==> src/rtl/atm_keypad_frontend.sv <==
// ATM keypad front end.
// Collects digits from a keypad into a decimal buffer, walks the customer
// through card -> PIN -> menu -> (amount / destination) entry, then holds a
// request toward the ATM until the ATM answers, and shows the answer.
//
// Handshake: req_valid is a level that is high exactly while the FSM sits in
// REQUEST, and the request fields (account_num, pin, dest_acc, amount,
// menu_option) are stable for that whole time. The ATM answers with a
// one-cycle rsp_valid strobe carrying rsp_error/rsp_balance. There is no
// backpressure on the answer: a strobe in REQUEST is always taken, and a
// strobe in any other state is dropped.
module atm_keypad_frontend #(
    parameter int TIMEOUT_CYCLES = 65535
) (
    input  logic        clk,
    input  logic        reset,
    input  logic        key_valid,
    input  logic [3:0]  key_code,
    input  logic        rsp_valid,
    input  logic        rsp_error,
    input  logic [19:0] rsp_balance,
    output logic [11:0] account_num,
    output logic [13:0] pin,
    output logic [11:0] dest_acc,
    output logic [19:0] amount,
    output logic [2:0]  menu_option,
    output logic        req_valid,
    output logic        exit_req,
    output logic        entry_error,
    output logic        timeout,
    output logic [19:0] disp_balance,
    output logic        disp_error,
    output logic [2:0]  state
);

    typedef enum logic [2:0] {
        S_CARD    = 3'd0,
        S_PIN     = 3'd1,
        S_MENU    = 3'd2,
        S_AMOUNT  = 3'd3,
        S_DEST    = 3'd4,
        S_REQUEST = 3'd5,
        S_RESULT  = 3'd6
    } state_t;

    localparam logic [3:0] KEY_ENTER  = 4'hA;
    localparam logic [3:0] KEY_CLEAR  = 4'hB;
    localparam logic [3:0] KEY_CANCEL = 4'hC;

    // Idle counter wide enough to hold TIMEOUT_CYCLES.
    localparam int            CW        = $clog2(TIMEOUT_CYCLES + 1);
    localparam logic [CW-1:0] IDLE_LAST = CW'(TIMEOUT_CYCLES - 1);
    localparam logic [CW-1:0] IDLE_ONE  = CW'(1);

    state_t        state_q, state_d;
    logic [19:0]   buf_q, buf_d;
    logic [2:0]    cnt_q, cnt_d;
    logic [CW-1:0] idle_q, idle_d;
    logic [11:0]   account_q, account_d;
    logic [13:0]   pin_q, pin_d;
    logic [11:0]   dest_q, dest_d;
    logic [19:0]   amount_q, amount_d;
    logic [2:0]    menu_q, menu_d;
    logic          exit_q, exit_d;
    logic          err_q, err_d;
    logic          tmo_q, tmo_d;
    logic [19:0]   disp_bal_q, disp_bal_d;
    logic          disp_err_q, disp_err_d;

    logic [2:0]    max_cnt;
    logic [19:0]   buf_app;
    logic          is_digit;
    logic          idle_hit;
    logic          do_cancel;

    // Largest digit count the current entry field accepts; 0 means digits
    // are meaningless here and get dropped.
    always_comb begin
        max_cnt = 3'd0;
        case (state_q)
            S_CARD, S_PIN, S_DEST: max_cnt = 3'd4;
            S_AMOUNT:              max_cnt = 3'd6;
            S_MENU:                max_cnt = 3'd1;
            default:               max_cnt = 3'd0;
        endcase
    end

    // Buffer with the pressed digit appended. At most six digits are ever
    // accepted, so 999999 is the largest value and 20 bits never overflow.
    assign buf_app  = (buf_q * 20'd10) + {16'd0, key_code};
    assign is_digit = (key_code <= 4'd9);

    // Idle counter: any key restarts it, it is parked at zero in CARD and
    // REQUEST, and it fires on the cycle it would reach TIMEOUT_CYCLES.
    // Because a key forces the restart branch, a key arriving in the very
    // cycle the timeout would fire always wins.
    always_comb begin
        idle_d   = idle_q + IDLE_ONE;
        idle_hit = 1'b0;
        if (state_q == S_CARD || state_q == S_REQUEST || key_valid) begin
            idle_d = '0;
        end else if (idle_q == IDLE_LAST) begin
            idle_hit = 1'b1;
            idle_d   = '0;
        end
    end

    // Session FSM next state, request fields, display capture and pulses.
    always_comb begin
        state_d    = state_q;
        buf_d      = buf_q;
        cnt_d      = cnt_q;
        account_d  = account_q;
        pin_d      = pin_q;
        dest_d     = dest_q;
        amount_d   = amount_q;
        menu_d     = menu_q;
        disp_bal_d = disp_bal_q;
        disp_err_d = disp_err_q;
        exit_d     = 1'b0;
        err_d      = 1'b0;
        tmo_d      = 1'b0;
        do_cancel  = 1'b0;

        if (idle_hit) begin
            do_cancel = 1'b1;
            tmo_d     = 1'b1;
        end else if (state_q == S_REQUEST) begin
            // Waiting on the ATM: every key, CANCEL included, is dropped.
            if (rsp_valid) begin
                disp_bal_d = rsp_balance;
                disp_err_d = rsp_error;
                state_d    = S_RESULT;
            end
        end else if (key_valid) begin
            if (key_code == KEY_CANCEL) begin
                do_cancel = 1'b1;
            end else if (key_code == KEY_CLEAR) begin
                buf_d = '0;
                cnt_d = '0;
            end else if (key_code == KEY_ENTER) begin
                if (state_q == S_RESULT) begin
                    // Acknowledge the result and offer a new transaction
                    // on the same card.
                    state_d  = S_MENU;
                    amount_d = '0;
                    dest_d   = '0;
                    menu_d   = '0;
                end else if (cnt_q != 3'd0) begin
                    case (state_q)
                        S_CARD: begin
                            if (buf_q <= 20'd4095) begin
                                account_d = buf_q[11:0];
                                state_d   = S_PIN;
                            end else begin
                                err_d = 1'b1;
                                buf_d = '0;
                                cnt_d = '0;
                            end
                        end
                        S_PIN: begin
                            pin_d   = buf_q[13:0];
                            state_d = S_MENU;
                        end
                        S_MENU: begin
                            menu_d = buf_q[2:0];
                            case (buf_q)
                                20'd3:        state_d = S_REQUEST;
                                20'd4, 20'd5: state_d = S_AMOUNT;
                                20'd6:        state_d = S_DEST;
                                default: begin
                                    err_d = 1'b1;
                                    buf_d = '0;
                                    cnt_d = '0;
                                end
                            endcase
                        end
                        S_DEST: begin
                            if (buf_q <= 20'd4095) begin
                                dest_d  = buf_q[11:0];
                                state_d = S_AMOUNT;
                            end else begin
                                err_d = 1'b1;
                                buf_d = '0;
                                cnt_d = '0;
                            end
                        end
                        S_AMOUNT: begin
                            if (buf_q != 20'd0) begin
                                amount_d = buf_q;
                                state_d  = S_REQUEST;
                            end else begin
                                err_d = 1'b1;
                                buf_d = '0;
                                cnt_d = '0;
                            end
                        end
                        default: begin
                            state_d = state_q;
                        end
                    endcase
                end
            end else if (is_digit && (cnt_q < max_cnt)) begin
                buf_d = buf_app;
                cnt_d = cnt_q + 3'd1;
            end
            // Codes D-F fall through untouched (they still restart idle).
        end

        // CANCEL and timeout both end the session and wipe the request.
        if (do_cancel) begin
            exit_d    = 1'b1;
            account_d = '0;
            pin_d     = '0;
            dest_d    = '0;
            amount_d  = '0;
            menu_d    = '0;
            buf_d     = '0;
            cnt_d     = '0;
            state_d   = S_CARD;
        end

        // Every field starts empty when its state is entered.
        if (state_d != state_q) begin
            buf_d = '0;
            cnt_d = '0;
        end
    end

    // State and output registers, all cleared by the asynchronous reset.
    always_ff @(posedge clk or posedge reset) begin
        if (reset) begin
            state_q    <= S_CARD;
            buf_q      <= '0;
            cnt_q      <= '0;
            idle_q     <= '0;
            account_q  <= '0;
            pin_q      <= '0;
            dest_q     <= '0;
            amount_q   <= '0;
            menu_q     <= '0;
            exit_q     <= 1'b0;
            err_q      <= 1'b0;
            tmo_q      <= 1'b0;
            disp_bal_q <= '0;
            disp_err_q <= 1'b0;
        end else begin
            state_q    <= state_d;
            buf_q      <= buf_d;
            cnt_q      <= cnt_d;
            idle_q     <= idle_d;
            account_q  <= account_d;
            pin_q      <= pin_d;
            dest_q     <= dest_d;
            amount_q   <= amount_d;
            menu_q     <= menu_d;
            exit_q     <= exit_d;
            err_q      <= err_d;
            tmo_q      <= tmo_d;
            disp_bal_q <= disp_bal_d;
            disp_err_q <= disp_err_d;
        end
    end

    assign account_num  = account_q;
    assign pin          = pin_q;
    assign dest_acc     = dest_q;
    assign amount       = amount_q;
    assign menu_option  = menu_q;
    assign req_valid    = (state_q == S_REQUEST);
    assign exit_req     = exit_q;
    assign entry_error  = err_q;
    assign timeout      = tmo_q;
    assign disp_balance = disp_bal_q;
    assign disp_error   = disp_err_q;
    assign state        = state_q;

endmodule

==> config.mk <==
export PLATFORM = sky130hd
export DESIGN_NAME = atm_keypad_frontend
export DESIGN_NICKNAME = d
export VERILOG_FILES = /design/src/rtl/atm_keypad_frontend.sv
export SDC_FILE = /design/constraint.sdc
export NUM_CORES = 1
export LEC_CHECK = 0
export ABC_AREA = 1
export BUFFER_PORTS_ARGS = -buffer_cell sky130_fd_sc_hd__buf_2
export CELL_PAD_IN_SITES_DETAIL_PLACEMENT = 1
export CELL_PAD_IN_SITES_GLOBAL_PLACEMENT = 2
export CORE_MARGIN = 1
export CORE_UTILIZATION = 30
export CTS_CLUSTER_SIZE = 14
export DETAILED_ROUTE_END_ITERATION = 16
export PLACE_DENSITY_LB_ADDON = 0.1
export SLEW_MARGIN = 10
export SYNTH_ARGS = -nofsm -noshare
export SYNTH_HDL_FRONTEND = slang
export SYNTH_SLANG_ARGS = --single-unit
==> constraint.sdc <==
create_clock -name clk -period 4.4 [get_ports clk]
set_input_delay 0.88 -clock clk [delete_from_list [all_inputs] [get_ports clk]]
set_output_delay 0.88 -clock clk [all_outputs]
set_load 0.005 [all_outputs]
# After elaboration in Yosys (flattened, before gate mapping)

Cells that the tools add are included.

Output and inout bits: 89
Bits in registers: 127
Input bits: 29
Word-level logic and storage cells: 202

Bitwise operators: 1
Multiplexer cells: 120
Multipliers: 1
Order comparisons: 3
Eq/ne operators: 29
Reductions and logical operators: 31
$add $sub $neg: 3

Operators with widths:

| operator              | count |
|---|---|
| $mux 20               | 25 |
| $mux 12               | 21 |
| $mux 14               | 10 |
| $mux 3                | 37 |
| $eq 20x3->1 const B   | 3 |
| $pmux 20 s3           | 1 |
| $mux 16               | 2 |
| $pmux 3 s3            | 3 |
| $reduce_and 9->1      | 3 |
| $reduce_bool 3->1     | 8 |
| $add 20x4->20         | 1 |
| $eq 20x2->1 const B   | 1 |
| $le 20x12->1 const B  | 1 |
| $mul 20x3->19 const B | 1 |
| $reduce_bool 20->1    | 1 |
| $mux 1                | 19 |
| $add 16x1->16 const B | 1 |
| $eq 16x16->1 const B  | 1 |
| $pmux 3 s5            | 1 |
| $eq 4x4->1 const B    | 3 |
| $ne 6x6->1 const B    | 2 |
| $reduce_bool 2->1     | 6 |
| $reduce_and 11->1     | 1 |
| $reduce_and 10->1     | 1 |
| other kinds (26)      | 35 |

# Longest topological paths before layout

Word-level depth: 16
Mapped depth: 20
Mapped depth without buffers: 20

# Worst setup path before layout

No wires, ideal clock.

Path type: reg-to-reg
From: register buf_q[1]
To: register buf_q[19]
Library setup time: 118 ps
Arrival: 2653 ps
Setup slack: 1629 ps
Clock period less this slack: 2771 ps
Path buffers: 0
Required time: 4282 ps
Cell stages (with the launch flop): 16
Cell sequence: dfrtp_1 ha_1 ha_1 inv_1 fa_1 nand3b_1 nor2_1 nand3_1 nor2_1 nand4_1 nor2_1 nand4_1 nor2_1 nand3_1 nand3_1 nand2_1

Word-level cells in the longest chain between the ends: 16
Elaborated cells between the ends (all ways): 46

Ends and longest elaborated chain:

| item                                                                   | RTL line | source |
|---|---|---|
| from (decl)                                                            | 56       | `logic [19:0] buf_q, buf_d;` |
| from (signal assigned)                                                 | 249      | `buf_q <= buf_d;` |
| parallel branches: the longest is 16 deep, another holds $mul 20x3->19 | --       |  |

Parallel ways; which one is timed is not known. The select of a mux whose other input is x is not followed.
A chain may end at the register's enable or synchronous reset.

# Worst setup path after layout

Ends and elaborated chain as after synthesis.

==> metrics.md <==
| Metric | Value |
|---|---|
| Status | `complete, no violations` |
| # Post-CTS Setup Buffers | `0` |
| Antenna violations before repair | `0` |
| Worst Path Max Fanout | `8` |
| Worst Hold Launch | `account_num[3]$_DFFE_PP0P_` |
| Mapped Cells | `around 950` |
| WP depth | `15` |
| Worst slew margin | `39.3%` |
| RR Startpoint | `buf_q[1]$_DFFE_PP0P_` |
| Switch Pwr | `2.38 mW` |
| Critical path's top delay family | `simple AND/OR/NAND/NOR gates` |
| Ratio of cells with drive above 1 in the final layout | `about a fifth` |
| R2R depth | `15` |
| Final Hold Viols | `0` |
| Sw Share | `44.8%` |
| Core ar. | `between 20000 and 25000 um^2` |
| Post-synthesis sequential area ratio | `a little over two fifths` |
| CP peak stage delay | `0.58 ns` |
| Crit-path slowest cell | `dfrtp_1` |
| Routability Congestion | `slightly below 0.8` |
| Fillers | `roughly 3000` |
| WP data required | `~4.7 ns` |
| Routed via count | `6603` |
| Ys Warns | `0` |
| DR iter-0 viols | `about 260` |
| Syn Nets | `approximately 1000` |
| Buffers on Ports | `around 120` |
| Gr usage total | `slightly below 20%` |
| # resized after CTS | `0` |
| Cell variety after synth | `44` |
| Dpl ws | `~1 ns` |
| Cts bufs inserted | `17` |
| Worst reg2reg setup slack | `1.06 ns` |
| CP most frequent cell | `nor2_1` |
| Bufs on Longest Clock Path | `2` |
| Non-filler instance count after layout | `about 1400` |
| Routed Antenna Nets | `0` |
| Routed length on met2 | `approximately 10000 um` |
| DRC | `0` |
| Reg-to-reg endpoint | `buf_q[19]$_DFFE_PP0P_` |
| Row Count | `57` |
| Final worst-path cycle share | `approximately 76%` |
| H-Tree Depth | `4` |
| Worst hold path cell count | `2` |
| Synth top area share | `42.5%` |
| RSZ-0062 raised after global routing | `false` |
| Dominant cell type by area after synthesis | `dfrtp_1` |
| First-pass GRT wire length | `38600 um` |
| Via-per-instance ratio | `around 4.7` |
| Routed wire length | `between 20000 and 25000 um` |
| Peak Freq | `~300 MHz` |
| Layout net count | `around 1100` |
| Syn_area_per_cell | `7.89 um^2` |
| Total Power | `roughly 5.3 mW` |
| Synthesis-stage register bit count | `127` |
| Final TNS setup | `0 ns` |
| Met3 wire len | `approximately 760 um` |
| Highest routed layer | `met4` |
| Maxcap violations | `0` |
| Hpwl dp | `17800 um` |
| Final setup viols | `0` |
| CTS sink cnt | `~130` |
| Top Ports | `118` |
| DR pass1 iterations | `5` |
| Critical path startpoint category | `flop` |
| Gate power share | `between 40% and 50%` |
| Antenna cells | `0` |
| Critical path cell sequence | `ha_1 > ha_1 > inv_1 > fa_1 > nand3b_1 > nor2_1 > nand3_1 > nor2_1 > nand4_1 > nor2_1 > nand4_1 > nor2_1 > nand3_1 > nand3_1 > nand2_1` |
| Grt ovf | `0` |
| Die footprint | `about 26000 um^2` |
| Area grow syn2layout | `20.2%` |
| Initial Utilization | `between 30% and 40%` |
| CTS tree | `built` |
| Largest net degree at the start of global routing | `91` |
| Later-pin clock latency in the skew report | `around 0.43 ns` |
| Reg clk slew, reported paths | `0.07 ns` |
| WHS Endpoint | `account_num[3]$_DFFE_PP0P_` |
| Die Width | `approximately 160 um` |
| Peak supply drop | `0.220 mV` |
| Post-Place Cells | `between 1000 and 1500` |
| Vias in the first global route | `between 6000 and 7000` |
| Pleak | `approximately 4.8 nW` |
| Clk pwr share | `between 20% and 30%` |
| Seq pwr share | `about a third` |
| Worst Path Arrival | `approximately 3.6 ns` |
| Endpoint type of the worst setup path | `flop` |
| Root Buffer | `clkbuf_16` |
| Post-CTS Hold Buffers | `0` |
| Worst Path Buf+Inv | `1` |
| Int Power | `2.93 mW` |
| Worst-margin pin slew | `a little over 0.9 ns` |
| Worst hold-check path type | `reg2reg` |
| M1 WL | `around 12000 um` |
| Post-route setup slack | `between 1 and 1.5 ns` |
| DR WL/cell | `~17 um` |
| Slew Limit Fails | `0` |
| Synth area leaders | `dfrtp_1 (43%), nand2_1 (12%), ha_1 (6.7%)` |
| Fin util | `a little under two fifths` |
| Chip Height | `160 um` |
| Synthesized cell area | `about 7500 um^2` |
| Final Skew | `around 0.017 ns` |
| CP Class | `reg2reg` |
| Fin crit period | `3.34 ns` |
| Pwr dens | `about 590 nW/um^2` |
## sequential cells by signal, indices dropped and copies added, names as in the netlist
register and flops:
amount 20, cnt_q 3, idle_q 16, buf_q 20, exit_req 1, pin 14
disp_error 1, state 3, account_num 12, dest_acc 12, disp_balance 20, timeout 1
entry_error 1, menu_option 3
## metal layers
metal / vias to the layer above / GRT usage (%)
li1: 3326 / -
met1: 3153 / 27.8
met5: - / 0
met3: 17 / 3.27
met4: 0 / 5.15
met2: 107 / 29.9
## per-stage QoR
stage	instance area [um^2]	hold slack [ns]
floorplan	7470	0.437
global placement	8400	0.447
detailed placement	8400	0.462
CTS	8980	0.486
global route	8980	0.509
finish	8980	0.480
## cell usage after synthesis, drive strengths merged
master and number:
and3 2, nor3b 2, o21a 4, dfrtp 127, nor2 117, o221ai 1
nand3 62, o21ai 59, a21oi 66, xor2 7, nor3 18, xnor2 4
o211ai 1, a22oi 1, o41ai 1, buf 15, o31ai 1, a211oi 1
ha 40, o2111ai 1, and2 1, o21bai 1, mux2 21, clkbuf 10
nand2 238, or2 3, a31oi 2, nand3b 6, fa 2, nand4 17
inv 116
## logic make-up after synthesis
| kind of cell | count (synthesis) | synth area share, % |
|---|---|---|
| muxes | 21 | 3.16 |
| buffers and inverters | 141 | 7.82 |
| xor gates and xnor gates | 11 | 1.29 |
| DFF | 127 | 42.5 |
| AOI/OAI and AO/OA | 139 | 11.3 |
| and+or+nand+nor | 466 | 26.6 |
| adders and majority gates | 42 | 7.23 |
## worst min-delay path, delay by kind of cell (launching register included)
family             cells  cell delay [ns]
and+or+nand+nor        1             0.05
DFF                    1             0.34
AOI/OAI and AO/OA      1             0.05
## area by class of cell
cell class / instances / area (um^2) / area share, %
Clock inverter: 15 / 150 / 1.67
Multi-Input combinational cell: 679 / 3710 / 41.3
Timing Repair Buffer: 126 / 666 / 7.41
Inverter: 116 / 445 / 4.96
Clock buffer: 17 / 425 / 4.74
Tap cell: 324 / 405 / 4.51
Sequential cell: 127 / 3180 / 35.4
## layout by cell type, fill, tap and decap left out, drive strengths merged, types with 4 or more instances in the layout
cell	instances
a21oi	66
o21ai	59
clkinv	4
nor2	117
buf	126
nand3b	6
inv	123
nand2	238
ha	40
clkbuf	17
mux2	21
nand4	17
xor2	7
nor3	18
o21a	4
dfrtp	127
xnor2	4
nand3	62
## worst max-delay path by stage
| stage | from | endpoint | slack (ns) |
|---|---|---|---|
| CTS | buf_q[1]$_DFFE_PP0P_ | buf_q[19]$_DFFE_PP0P_ | 1.05 |
| detailed placement | key_code[1] | amount[16]$_DFFE_PP0P_ | 0.98 |
| global placement | key_code[1] | amount[14]$_DFFE_PP0P_ | 1.01 |
| global route | buf_q[1]$_DFFE_PP0P_ | buf_q[17]$_DFFE_PP0P_ | 0.70 |
| floorplan | reset | account_num[0]$_DFFE_PP0P_ | 0.14 |
| finish | buf_q[1]$_DFFE_PP0P_ | buf_q[19]$_DFFE_PP0P_ | 1.06 |
## power by group through the flow
stage | Sequential (mW) | Combinational, mW | Clock, mW
2_1_floorplan | 1.58 | 1.62 | 0
3_3_place_gp | 1.69 | 2.27 | 0
3_5_place_dp | 1.70 | 2.28 | 0
4_1_cts | 1.67 | 2.29 | 1.46
5_1_grt | 1.71 | 2.58 | 1.50
6_report | 1.67 | 2.24 | 1.40
Power figures use the tool's default switching activity.
